`src/rtl/trigger_pkg.sv`:
```
// trigger_pkg: state encoding and default timing shared by the trigger conditioner blocks.
package trigger_pkg;
  localparam int DEBOUNCE_DEF = 500000;
  localparam int COOLDOWN_DEF = 10000000;
  localparam int HOLD_ERR_DEF = 200000000;
  localparam int CNT_W_DEF = 28;
  typedef enum logic [2:0] {
    IDLE,
    DB_PRESS,
    FIRE,
    HELD,
    DB_RELEASE,
    COOLDOWN,
    JAM
  } state_t;
endpackage

```
`src/rtl/sync_2ff.sv`:
```
// sync_2ff: two-flop synchronizer for a single asynchronous level, cleared by reset.
module sync_2ff (
  input  logic clk,
  input  logic reset,
  input  logic i_d,
  output logic o_q
);
  logic r_meta;
  logic r_sync;
  always_ff @(posedge clk or posedge reset)
    if (reset) begin
      r_meta <= 1'b0;
      r_sync <= 1'b0;
    end else begin
      r_meta <= i_d;
      r_sync <= r_meta;
    end
  assign o_q = r_sync;
endmodule

```
`src/rtl/trigger_conditioner.sv`:
```
// trigger_conditioner: turns a bouncing trigger button into one registered shot per press,
// with release debounce, post-shot cooldown and a jam flag for a trigger held too long.
module trigger_conditioner
  import trigger_pkg::*;
#(
  parameter int DEBOUNCE_CYCLES = DEBOUNCE_DEF,
  parameter int COOLDOWN_CYCLES = COOLDOWN_DEF,
  parameter int HOLD_ERR_CYCLES = HOLD_ERR_DEF,
  parameter int CNT_W = CNT_W_DEF
) (
  input  logic clk,
  input  logic reset,
  input  logic trig_raw,
  input  logic arm,
  output logic fire,
  output logic error,
  output logic busy
);
  localparam logic [CNT_W-1:0] DB_MAX = CNT_W'(DEBOUNCE_CYCLES - 1);
  localparam logic [CNT_W-1:0] CD_MAX = CNT_W'(COOLDOWN_CYCLES - 1);
  localparam logic [CNT_W-1:0] HOLD_MAX = CNT_W'(HOLD_ERR_CYCLES - 1);
  logic w_trig;
  state_t w_next;
  state_t r_state;
  logic [CNT_W-1:0] r_cnt;
  logic r_fire;
  logic r_error;
  logic r_busy;
  sync_2ff u_sync (
    .clk  (clk),
    .reset(reset),
    .i_d  (trig_raw),
    .o_q  (w_trig)
  );
  always_comb begin
    w_next = r_state;
    case (r_state)
      IDLE:       if (w_trig && arm) w_next = DB_PRESS;
      DB_PRESS:   w_next = (!w_trig || !arm) ? IDLE : (r_cnt == DB_MAX) ? FIRE : DB_PRESS;
      FIRE:       w_next = HELD;
      HELD:       w_next = !w_trig ? DB_RELEASE : (r_cnt == HOLD_MAX) ? JAM : HELD;
      DB_RELEASE: w_next = w_trig ? HELD : (r_cnt == DB_MAX) ? COOLDOWN : DB_RELEASE;
      COOLDOWN:   if (r_cnt == CD_MAX) w_next = IDLE;
      JAM:        if (!w_trig && r_cnt == DB_MAX) w_next = COOLDOWN;
      default:    w_next = IDLE;
    endcase
  end
  // In JAM the counter only accumulates consecutive low samples, so any high sample restarts it.
  always_ff @(posedge clk or posedge reset)
    if (reset) begin
      r_state <= IDLE;
      r_cnt <= '0;
      r_fire <= 1'b0;
      r_error <= 1'b0;
      r_busy <= 1'b0;
    end else begin
      r_state <= w_next;
      r_cnt <= (w_next != r_state || (r_state == JAM && w_trig)) ? '0 :
               (&r_cnt) ? r_cnt : r_cnt + CNT_W'(1);
      r_fire <= w_next == FIRE;
      r_error <= w_next == JAM;
      r_busy <= w_next != IDLE;
    end
  assign fire = r_fire;
  assign error = r_error;
  assign busy = r_busy;
endmodule

```
`config.mk`:
```
export PLATFORM = sky130hd
export DESIGN_NAME = trigger_conditioner
export DESIGN_NICKNAME = d
export VERILOG_FILES = /design/src/rtl/trigger_pkg.sv /design/src/rtl/sync_2ff.sv /design/src/rtl/trigger_conditioner.sv
export SDC_FILE = /design/constraint.sdc
export NUM_CORES = 1
export LEC_CHECK = 0
export BUFFER_PORTS_ARGS = -buffer_cell sky130_fd_sc_hd__buf_4
export CAP_MARGIN = 25
export CORE_MARGIN = 2
export CORE_UTILIZATION = 50
export CTS_BUF_LIST = sky130_fd_sc_hd__clkbuf_16
export DETAILED_ROUTE_END_ITERATION = 6
export MAX_ROUTING_LAYER = met4
export PLACE_DENSITY_LB_ADDON = 0.25
export REMOVE_ABC_BUFFERS = 1
export SYNTH_ARGS = -nofsm -noshare
export SYNTH_HDL_FRONTEND = slang
export SYNTH_SLANG_ARGS = --single-unit
export TNS_END_PERCENT = 5
```
`constraint.sdc`:
```
create_clock -name clk -period 3.7 [get_ports clk]
set_clock_uncertainty 0.1 [all_clocks]
set_input_delay 0.555 -clock clk [delete_from_list [all_inputs] [get_ports clk]]
set_output_delay 0.555 -clock clk [all_outputs]
set_load 0.05 [all_outputs]
```
### Word level (Yosys, flattened, before mapping)

Index checks and enable logic that the tools add are counted.

| storage, ports and cells | value |
|---|---|
| flip-flop bits (word level) | 36 |
| input port bits | 4 |
| output and inout bits | 3 |

| operators by class | value |
|---|---|
| add/sub/neg operators | 1 |
| reduce and logical (&&, ||, !) cells | 10 |
| mux-type cells | 12 |
| eq/ne operators | 13 |

Operators with widths:

| operator | count |
|---|---|
| $mux 28 | 2 |
| $add 28x1->28 const B | 1 |
| $eq 28x19->1 const B | 1 |
| $eq 28x24->1 const B | 1 |
| $eq 28x28->1 const B | 1 |
| $reduce_and 28->1 | 1 |
| $pmux 3 s7 | 1 |
| $mux 3 | 6 |
| $eq 3x3->1 const B | 4 |
| $eq 3x2->1 const B | 3 |
| $mux 2 | 2 |
| $eq 3x1->1 const B | 1 |
| $logic_and 1x1->1 | 3 |
| $logic_not 3->1 | 1 |
| $ne 3x3->1 | 1 |
| $reduce_bool 3->1 | 1 |
| $logic_not 1->1 | 2 |
| $logic_or 1x1->1 | 2 |
| $ne 2x2->1 const B | 1 |
| $mux 1 | 1 |

### Logic depth before layout (Yosys ltp)

Gate-level depths: netlist of run 1.

| depth | value |
|---|---|
| word-level depth | 7 |
| depth in mapped cells | 8 |

### Hierarchy

From an unflattened synthesis of run 1, not the netlist that was laid out.

| second synthesis, totals | value |
|---|---|
| cells, all modules | 232 |
| area, all modules | 2332.2 um2 |

Modules (own cells, without submodules):

| module | area an instance (um2) | instances | sequential area each (um2) | cells an instance |
|---|---|---|---|---|
| trigger_conditioner | 2278.4 | 1 | 850.8 | 229 |
| sync_2ff | 53.8 | 1 | 50.0 | 3 |

### Worst setup path before layout of run 1

No wires, ideal clock.

| path | value |
|---|---|
| path kind | reg2reg |
| start | reg r_cnt[5] |
| end | reg r_cnt[18] |
| required time | 3446 ps |
| setup time | 154 ps |
| period minus slack after synthesis | 2882 ps |
| path slack | 818 ps |
| path buffers | 1 |
| data arrival time | 2628 ps |
| stages on the path, launching flop included | 8 |
| path through | dfrtp_1 > or3b_1 > or4_1 > or3b_4 > a211oi_2 > mux2i_2 > buf_2 > nor3_1 |

| between the ends | value |
|---|---|
| word-level cells in the longest chain between the ends | 7 |
| elaborated cells on any way between the ends | 20 |

RTL lines:

| what | line | source |
|---|---|---|
| from (decl) | trigger_conditioner.sv:25 | `logic [CNT_W-1:0] r_cnt;` |
| from (signal assigned) | trigger_conditioner.sv:58 | `r_cnt <= (w_next != r_state \|\| (r_state == JAM && w_trig)) ? '0 :` |
| $eq 28x19->1 or $eq 28x28->1 (tied branches) | n/a |  |
| $mux 1 (tied with other cells) | trigger_conditioner.sv:42 | `DB_RELEASE: w_next = w_trig ? HELD : (r_cnt == DB_MAX) ? COOLDOWN : DB_RELEASE;` |
| $mux 3 (tied with other cells) | trigger_conditioner.sv:42 |  |
| $pmux 3 s7 | trigger_conditioner.sv:37 | `case (r_state)` |
| $ne 3x3->1 | trigger_conditioner.sv:58 |  |
| $logic_or 1x1->1 | trigger_conditioner.sv:58 |  |
| $ne 2x2->1 (no line) or $mux 28 (tied branches) | n/a |  |

Several ways; a longest one is shown, not always the timed one. The select of a mux whose other input is x is not followed.
A chain may end at the register's enable or synchronous reset.

### Worst setup path after layout of run 1

| path | value |
|---|---|
| start | reg r_cnt[9] |
| end | reg r_cnt[21] |

Same word-level chain as after synthesis.

==> qor.csv, run 1 <==
metric,value,unit
whs,246,ps
cap_violations,0,
clk_latency,280,ps
tns,0,ps
postCtsSetupBuffers,0,
drtIter0Drc,189,
p_comb_share,7.7,%
synth_seq_cells,36,
clk_pin_slew,50,ps
gp_congestion,0.849,
cts-root-buf,clkbuf_16,
worstSetupEndpointType,flip-flop,
first_pass_iters,5,
layout_common_cells,"36 x dfrtp_1, 22 x nor3_1, 18 x nand2_1, 14 x nor4_1, 14 x xnor2_1",
p_leak,0.000938,uW
nets,251,
diodes,0,
async_reset_ff_share,100,%
syn_area,2200,um^2
internal_power,679,uW
drive_gt1_share,9.72,%
seqPwrFrac,48.0,%
antenna_found_initial,0,
htreeDepth,2,
finalCriticalPeriod,3010,ps
hold_buffers,0,
clk_path_buf_depth,2,
fmax,0.332,GHz
synth_edf_count,0,
required,3750,ps
multi_input_area,1230,um^2
worst_slack,692,ps
powerDensity,361,nW/um^2
wl,4.98,mm
start_util,51.3,%
worst_setup_path_start_kind,flip-flop,
fill_cells,387,
rrSetupSlack,690,ps
worst_slew_pin_slew,782,ps
die_area,4950,um^2
grt_first_pass_wirelength,8.60,mm
synth_flop_cell,dfrtp_1,
gr-total-overflow,0,
final_common_cell,dfrtp_1,
status,"complete, no violations",
hold_viol,0,
p_total,882,uW
synth_area_leaders,"dfrtp_1 41%, xnor2_1 5.6%, nor3_1 5.0%, xor2_1 4.4%, nor4_1 4.0%",
pwr-share-clk,44.2,%
synth_warnings,0,
syn_area_per_cell,9.29,um^2
cp_max_fo,14,
first_global_vias,1774,
rsz0062_at_grt,no,
cts_sinks,36,
drc,0,
core_area,4290,um^2
ctsResizeCount,0,
via_count,1922,
crit_arrival,3060,ps
regArea,901,um^2
io_buffers,6,
holdCritPathClass,flip-flop to flip-flop,
dp_hpwl,3.42,mm
vias_per_cell,6.43,
cts_buffers,5,
ant_nets,0,
ir_drop,0.195,mV
cts_tree,yes,
relSlewSlack,47.4,%
power_switching,203,uW
power_switching_share,23.0,%
post-place-ws,721,ps
area_growth,11.0,%
grt_use_total,22.4,%
crit_type,flip-flop to flip-flop,
maxSlewViolCount,0,
dieWidth,70.4,um
period_share,81.3,%
synthCells,237,
rows,24,
yosys.area.top_type,dfrtp_1,
grt_max_degree,37,
synth_top_area_share,40.9,%
setup_viol,0,
io_pins,7,
die_h,70.4,um
yosysSeqAreaShare,40.9,%
wire_per_inst,16.6,um
ys_types,48,
flip-flops by register name, summed over array words and instances (netlist names):
| signal | flops |
|---|---|
| r_cnt | 28 |
| u_sync.r_meta | 1 |
| error | 1 |
| fire | 1 |
| r_state | 3 |
| u_sync.o_q | 1 |
| busy | 1 |
logic make-up after synthesis:
logic type	after synthesis	synth area share [%]
DFF	36	40.9
AOI/OAI and AO/OA	25	8.41
xor gates and xnor gates	25	9.94
buffers and inverters	15	3.07
adders and majority gates	1	0.568
muxes	3	1.53
and+or+nand+nor	132	35.6
area by class of cell:
class / count / share of cell area, %
well taps: 52 / 2.66
clock inverters: 3 / 0.461
multi-input cells: 186 / 50.5
clock buffers: 5 / 5.12
inverters: 5 / 0.768
repair buffers: 12 / 3.68
flip-flops and latches: 36 / 36.8
routing by layer:
layer | GRT usage, % | part of all wire (%)
met5 | - | 0
met4 | 7.91 | 1.8
met3 | 3.61 | 5.1
met2 | 34.3 | 47
met1 | 30.3 | 47
critical path, cell delays in order, from the launching register on:
cell and delay (ps):
dfrtp_1 440, nor4b_1 650, and4_1 350, or3b_4 420, a211oi_2 290, mux2i_2 290
buf_4 250, nor3_1 80
cells in the mapped netlist (all sizes together) (5+ instances only):
library cell  count
nor3             22
clkbuf            6
nor2b             6
inv               5
xnor2            14
and3              6
nand2            18
dfrtp            36
or4               6
nand3            10
nor4             15
xor2             11
nand4            13
nor2             10
o21ai             5
power by group through the flow:
stage / combinational [uW] / sequential, uW / clock [uW]
floorplan: 49.1 / 429 / 0
global placement: 68.1 / 429 / 0
detailed placement: 69.4 / 430 / 0
CTS: 70.2 / 423 / 397
global route: 77.6 / 425 / 416
finish: 68.3 / 423 / 390
worst paths after layout:
| kind | from | end | depth (start not counted) |
|---|---|---|---|
| min in group asynchronous | reset | r_cnt[10] | 3 |
| worst max register to register | r_cnt[9] | r_cnt[21] | 7 |
| max in group asynchronous | reset | r_state[2] | 3 |
| worst min-delay path | u_sync.r_meta | u_sync.o_q | 0 |
| worst max-delay path | r_cnt[9] | r_cnt[21] | 7 |
| worst min register to register | u_sync.r_meta | u_sync.o_q | 0 |
per-stage QoR:
step           cell area (um^2)  util (%)  cells
2_1_floorplan              2150         -    227
3_3_place_gp               2310      53.8    291
3_5_place_dp               2310      53.8    291
4_1_cts                    2440      56.9    299
5_1_grt                    2440      56.9    299
6_report                   2440      56.9    299
Power figures use the tool's default switching activity.
==> run 2: changes to the inputs <==
==> constraint.sdc (replaced) <==
create_clock -name clk -period 2.73 [get_ports clk]
set_clock_uncertainty 0.1 [all_clocks]
set_input_delay 0.4095 -clock clk [delete_from_list [all_inputs] [get_ports clk]]
set_output_delay 0.4095 -clock clk [all_outputs]
set_load 0.05 [all_outputs]
==> qor.csv, run 2 (same netlist as run 1, synthesis figures left out) <==
metric,value,unit,change
status,"complete, no violations",,
crit_type,flip-flop to flip-flop,,
period_share,98.8,%,+17 points
cpLargestDelayFamily,simple AND/OR/NAND/NOR gates,,
holdCritPathClass,input pin to asynchronous set/reset pin,,
drtIter0Drc,129,,-32%
finalCriticalPeriod,2700,ps,-312 ps
pwr-share-clk,44.8,%,+0.6 points
wl,5.24,mm,+5.3%
cts_sinks,36,,unchanged
fill_cells,364,,-5.9%
rows,24,,unchanged
io_pins,7,,unchanged
dieWidth,70.4,um,unchanged
wire_per_inst,16.4,um,-1.6%
powerDensity,458,nW/um^2,+27%
power_switching,287,uW,+41%
clk_path_buf_depth,2,,unchanged
crit_top_cell,or3b_4,,
fmax,0.371,GHz,+12%
drc,0,,unchanged
multi_input_area,1270,um^2,+2.6%
cts-root-buf,clkbuf_16,,
largest_register,r_cnt,,
cp_num_buf_inv,1,,unchanged
dp.cells,312,,+7.2%
cts_buffers,5,,unchanged
first_global_vias,1864,,+5.1%
largest_reg_flops,28,,unchanged
cpPeakStageDelay,420,ps,-230 ps
rsz0062_at_grt,yes,,
clk_pin_slew,60,ps,about the same
worst_slack,33.9,ps,-658 ps
maxSlewViolCount,0,,unchanged
gp_congestion,0.887,,+4.5%
cap_violations,0,,unchanged
internal_power,933,uW,+37%
worst_slew_pin_slew,581,ps,-201 ps
ant_nets,0,,unchanged
hold_viol,0,,unchanged
instances_no_fill,320,,+7.0%
grt_max_degree,37,,unchanged
grt_use_total,23.2,%,+0.82 points
die_h,70.4,um,unchanged
postCtsSetupBuffers,0,,unchanged
hold_buffers,0,,unchanged
layout_common_cells,"36 x dfrtp_1, 30 x buf_4, 22 x nor3_1, 18 x nand2_1, 14 x xnor2_1",,
core_area,4290,um^2,unchanged
antenna_found_initial,0,,unchanged
p_total,1220,uW,+38%
first_pass_iters,5,,unchanged
slowest_stage,or4_4,,
p_leak,0.00107,uW,+14%
io_buffers,6,,unchanged
drive_gt1_share,19.8,%,+10 points
rrSetupSlack,30,ps,-660 ps
post-place-ws,14.7,ps,-706 ps
tns,0,ps,unchanged
path_cells,or3b_4 > or4_4 > or3b_4 > a211oi_4 > mux2i_2 > buf_6 > nor3_1,,
crit_arrival,2760,ps,-300 ps
largestRegisters,"r_cnt x28, r_state x3",,
nets,272,,+8.4%
relSlewSlack,60.9,%,+14 points
via_count,1989,,+3.5%
diodes,0,,unchanged
htreeDepth,2,,unchanged
required,2790,ps,-960 ps
setup_viol,0,,unchanged
area_growth,20.9,%,
clk_latency,280,ps,about the same
final_common_cell,dfrtp_1,,
regArea,901,um^2,unchanged
post-route-util,62.0,%,+5.1 points
ir_drop,0.234,mV,+20%
grt_first_pass_wirelength,8.81,mm,+2.5%
cp_max_fo,13,,-1
power_switching_share,23.5,%,+0.53 points
p_comb_share,8.3,%,+0.6 points
worstSetupEndpointType,flip-flop,,
vias_per_cell,6.22,,-3.3%
start_util,51.3,%,unchanged
die_area,4950,um^2,unchanged
worst_setup_path_start_kind,flip-flop,,
dp_hpwl,3.68,mm,+7.4%
cts_tree,yes,,
seqPwrFrac,47.0,%,-1.0 points
gr-total-overflow,0,,unchanged
-- run 2: area by class of cell --
| class | count | share of cell area, % |
|---|---|---|
| clock inverters | 3 | 0.705 |
| clock buffers | 5 | 4.70 |
| flip-flops and latches | 36 | 33.8 |
| multi-input cells | 186 | 47.6 |
| inverters | 5 | 0.705 |
| well taps | 52 | 2.44 |
| repair buffers | 33 | 10.1 |
-- run 2: repair_timing --
item / 4_1_cts / 5_1_grt
cloned: 0 / 0
setup endpoints to repair: 4 / 29
gates resized for setup: 1 / 7
-- run 2: worst register-to-register path: cells and delay by family (launching register included) --
kind,cells,cell delay [ps]
AO/OA/AOI/OAI,1,280
multiplexers,1,300
AND/OR/NAND/NOR,4,1310
buffers and inverters,1,210
flip-flops,1,380
-- run 2: path summary, 6_finish.rpt --
kind / to / cells after the start / from
setup / recovery: r_cnt[25] / 7 / r_cnt[5]
hold / removal: r_cnt[9] / 3 / reset
setup reg to reg: r_cnt[25] / 7 / r_cnt[5]
hold reg to reg: u_sync.o_q / 0 / u_sync.r_meta
max in group asynchronous: r_cnt[26] / 3 / reset
min in group clk: u_sync.r_meta / 1 / trig_raw
-- run 2: metal layers --
| metal | vias to the layer above | routed length, um | global-route usage [%] |
|---|---|---|---|
| met5 | - | 0 | - |
| met4 | 0 | 116 | 7.69 |
| met3 | 10 | 209 | 4.04 |
| met2 | 51 | 2480 | 36.5 |
| met1 | 965 | 2440 | 30.6 |
| li1 | 963 | - | - |
-- run 2: stage by stage --
stage	cell area, um^2	hold slack, ps
2_1_floorplan	2150	231
3_3_place_gp	2480	233
3_5_place_dp	2480	245
4_1_cts	2630	134
5_1_grt	2660	128
6_report	2660	138
-- run 2: power by group through the flow --
stage               Sequential [uW]  Clock [uW]  Combinational [uW]
floorplan                       581           0                66.5
global placement                580           0                93.5
detailed placement              581           0                97.9
CTS                             572         557                98.9
global route                    575         581                 115
finish                          572         546                 101
==> run 3: changes to the inputs <==
--- a/config.mk
+++ b/config.mk
@@ -8,7 +8,7 @@
 export BUFFER_PORTS_ARGS = -buffer_cell sky130_fd_sc_hd__buf_4
 export CAP_MARGIN = 25
 export CORE_MARGIN = 2
-export CORE_UTILIZATION = 50
+export CORE_UTILIZATION = 30
 export CTS_BUF_LIST = sky130_fd_sc_hd__clkbuf_16
 export DETAILED_ROUTE_END_ITERATION = 6
 export MAX_ROUTING_LAYER = met4
@@ -16,5 +16,6 @@
 export REMOVE_ABC_BUFFERS = 1
 export SYNTH_ARGS = -nofsm -noshare
 export SYNTH_HDL_FRONTEND = slang
+export SYNTH_HIERARCHICAL = 1
 export SYNTH_SLANG_ARGS = --single-unit
 export TNS_END_PERCENT = 5
==> qor.csv, run 3 <==
metric,value,unit,change
status,"complete, no violations",,
first_pass_iters,4,,-1
cp_max_fo,28,,+15
post-route-util,35.5,%,-26 points
dp.cells,347,,+11%
synth_seq_cells,36,,unchanged
synth_top_area_share,38.6,%,-2.3 points
syn_area,2330,um^2,+5.9%
cpPeakStageDelay,660,ps,+240 ps
ys_types,44,,-8.3%
cap_violations,0,,unchanged
ant_nets,0,,unchanged
clk_path_buf_depth,2,,unchanged
synth_area_leaders,"dfrtp_1 39%, a21oi_2 7.1%, xnor2_1 7.1%, xor2_1 3.0%, nand3_1 2.8%",,
setup_viol,0,,unchanged
rrSetupSlack,140,ps,+100 ps
slowest_stage,or4b_2,,
ir_drop,0.399,mV,+70%
maxSlewViolCount,0,,unchanged
dieWidth,92.2,um,+31%
die_area,8500,um^2,+72%
required,2780,ps,about the same
fill_cells,786,,+120%
first_global_vias,1837,,-1.4%
worst_r2r_endpoint,r_cnt[24],,
yosysSeqAreaShare,38.6,%,-2.3 points
synth_warnings,6,,+6
min_to,u_sync/r_meta,,
area_growth,16.5,%,
ys_top_cells_by_count,"36 x dfrtp_1, 19 x a21oi_2, 19 x xnor2_1",,
placed_cell_area,2560,um^2,+3.1%
grt_first_pass_wirelength,9.34,mm,+6.0%
hold_viol,0,,unchanged
rows,32,,+33%
fmax,0.386,GHz,+4.0%
powerDensity,670,nW/um^2,+46%
io_buffers,6,,unchanged
nets,258,,-5.1%
p_leak,0.00104,uW,-3.1%
instances_no_fill,356,,+11%
worst_slew_pin_slew,479,ps,-102 ps
diodes,0,,unchanged
r2r_cells,8,,+1
finalCriticalPeriod,2590,ps,-103 ps
holdCritPathClass,input pin to flip-flop,,
min_from,trig_raw,,
clk_pin_slew,60,ps,about the same
synth_flop_cell,dfrtp_1,,
largestRegisters,"r_cnt x28, r_state x3",,
synth.most_common_cell,dfrtp_1,,
finalInstanceArea,2720,um^2,+2.1%
r2r_start,r_cnt[0],,
cts_tree,yes,,
yosys.area.top_type,dfrtp_1,,
grt_max_degree,35,,-5.4%
largest_reg_flops,28,,unchanged
path_cells,ha_1 > nand3_1 > or4b_2 > nor4_2 > a41oi_1 > nand4_4 > buf_12 > a22oi_1,,
postCtsSetupBuffers,0,,unchanged
syn_area_per_cell,10.1,um^2,+8.2%
crit_type,flip-flop to flip-flop,,
wl,5.41,mm,+3.3%
via_count,1823,,-8.3%
cts-root-buf,clkbuf_16,,
cts_sinks,36,,unchanged
htreeDepth,2,,unchanged
largest_register,r_cnt,,
drc,0,,unchanged
dp_hpwl,3.79,mm,+3.0%
core_area,7650,um^2,+78%
gp_congestion,0.872,,-1.7%
period_share,95.0,%,-3.8 points
final_common_cell,dfrtp_1,,
async_reset_ff_share,100,%,unchanged
synth_edf_count,0,,unchanged
gr-total-overflow,0,,unchanged
vias_per_cell,5.12,,-18%
relSlewSlack,67.8,%,+6.9 points
wire_per_inst,15.2,um,-7.1%
io_pins,7,,unchanged
start_util,30.5,%,-21 points
crit_arrival,2650,ps,-110 ps
synthCells,232,,-2.1%
layout_common_cells,"36 x dfrtp_1, 20 x buf_4, 19 x a21oi_2, 19 x xnor2_1, 14 x nor2_1",,
worstSetupEndpointType,flip-flop,,
worst_setup_path_start_kind,flip-flop,,
drtIter0Drc,105,,-19%
clk_latency,280,ps,about the same
cts_buffers,5,,unchanged
antenna_found_initial,0,,unchanged
whs_path_depth,1,,
grt_use_total,14.4,%,-8.8 points
drive_gt1_share,24.0,%,+4.2 points
die_h,92.2,um,+31%
==> run 3: power by group <==
part | total [uW] | internal [uW] | switching [uW]
logic | 650 | 203 | 446
clock network | 538 | 328 | 210
registers | 633 | 582 | 51.1
==> run 3: timing repair <==
item	in CTS	in global routing
endpoints found under the hold margin	2	0
setup endpoints to repair	0	29
hold buffers	1	0
resized for setup	0	2
==> run 3: logic make-up (layout without fill, tap and decap cells) <==
logic type,Yosys count,count (layout),share of synthesized area [%]
buffers and inverters,20,42,5.79
XOR/XNOR,27,27,10.1
AO/OA/AOI/OAI,42,42,14.8
AND/OR/NAND/NOR,105,105,29.7
flip-flops,36,36,38.6
adder cells (fa/ha/maj),1,1,0.536
multiplexers,1,1,0.429
==> run 3: worst max-delay path by stage <==
stage | cells past startpoint | slack [ps] | endpoint | from
2_1_floorplan | 6 | -100 | r_cnt[24] | r_cnt[9]
3_3_place_gp | 8 | 2 | r_cnt[24] | r_cnt[0]
3_5_place_dp | 8 | 60 | r_cnt[24] | r_cnt[0]
4_1_cts | 8 | 40 | r_cnt[24] | r_cnt[0]
5_1_grt | 8 | -10 | r_cnt[24] | r_cnt[0]
6_report | 8 | 140 | r_cnt[24] | r_cnt[0]
==> run 3: final cells by class <==
cell class | instances | area (um^2) | share of cell area (%)
clock buffers | 5 | 125 | 4.60
inverters | 11 | 41.3 | 1.52
multi-input cells | 176 | 1310 | 48.3
flip-flops and latches | 36 | 901 | 33.1
clock inverters | 3 | 11.3 | 0.414
well taps | 102 | 128 | 4.70
repair buffers | 23 | 200 | 7.37
==> run 3: critical path, delay by kind of cell (launching register included) <==
kind            cells  cell delay, ps
buf+inv             1             220
fa+ha+maj           1             200
compound gates      2             340
simple gates        4            1170
flops               1             390
==> run 3: metrics by stage <==
stage	hold WS [ps]	worst slack, ps	setup TNS [ps]	total power, uW
global placement	175	1.67	0	1290
detailed placement	179	57.2	0	1290
floorplan	50.7	-96.8	-230	1060
global route	130	-12.3	-12.3	1920
finish	134	137	0	1820
CTS	134	40.9	0	1830
==> run 3: routing by layer <==
metal / routed length, um / share of wire, % / GRT usage [%]
met3: 219 / 4.0 / 3.20
met2: 2380 / 44 / 20.2
met1: 2740 / 51 / 20.3
met5: 0 / 0 / -
met4: 71 / 1.3 / 5.35
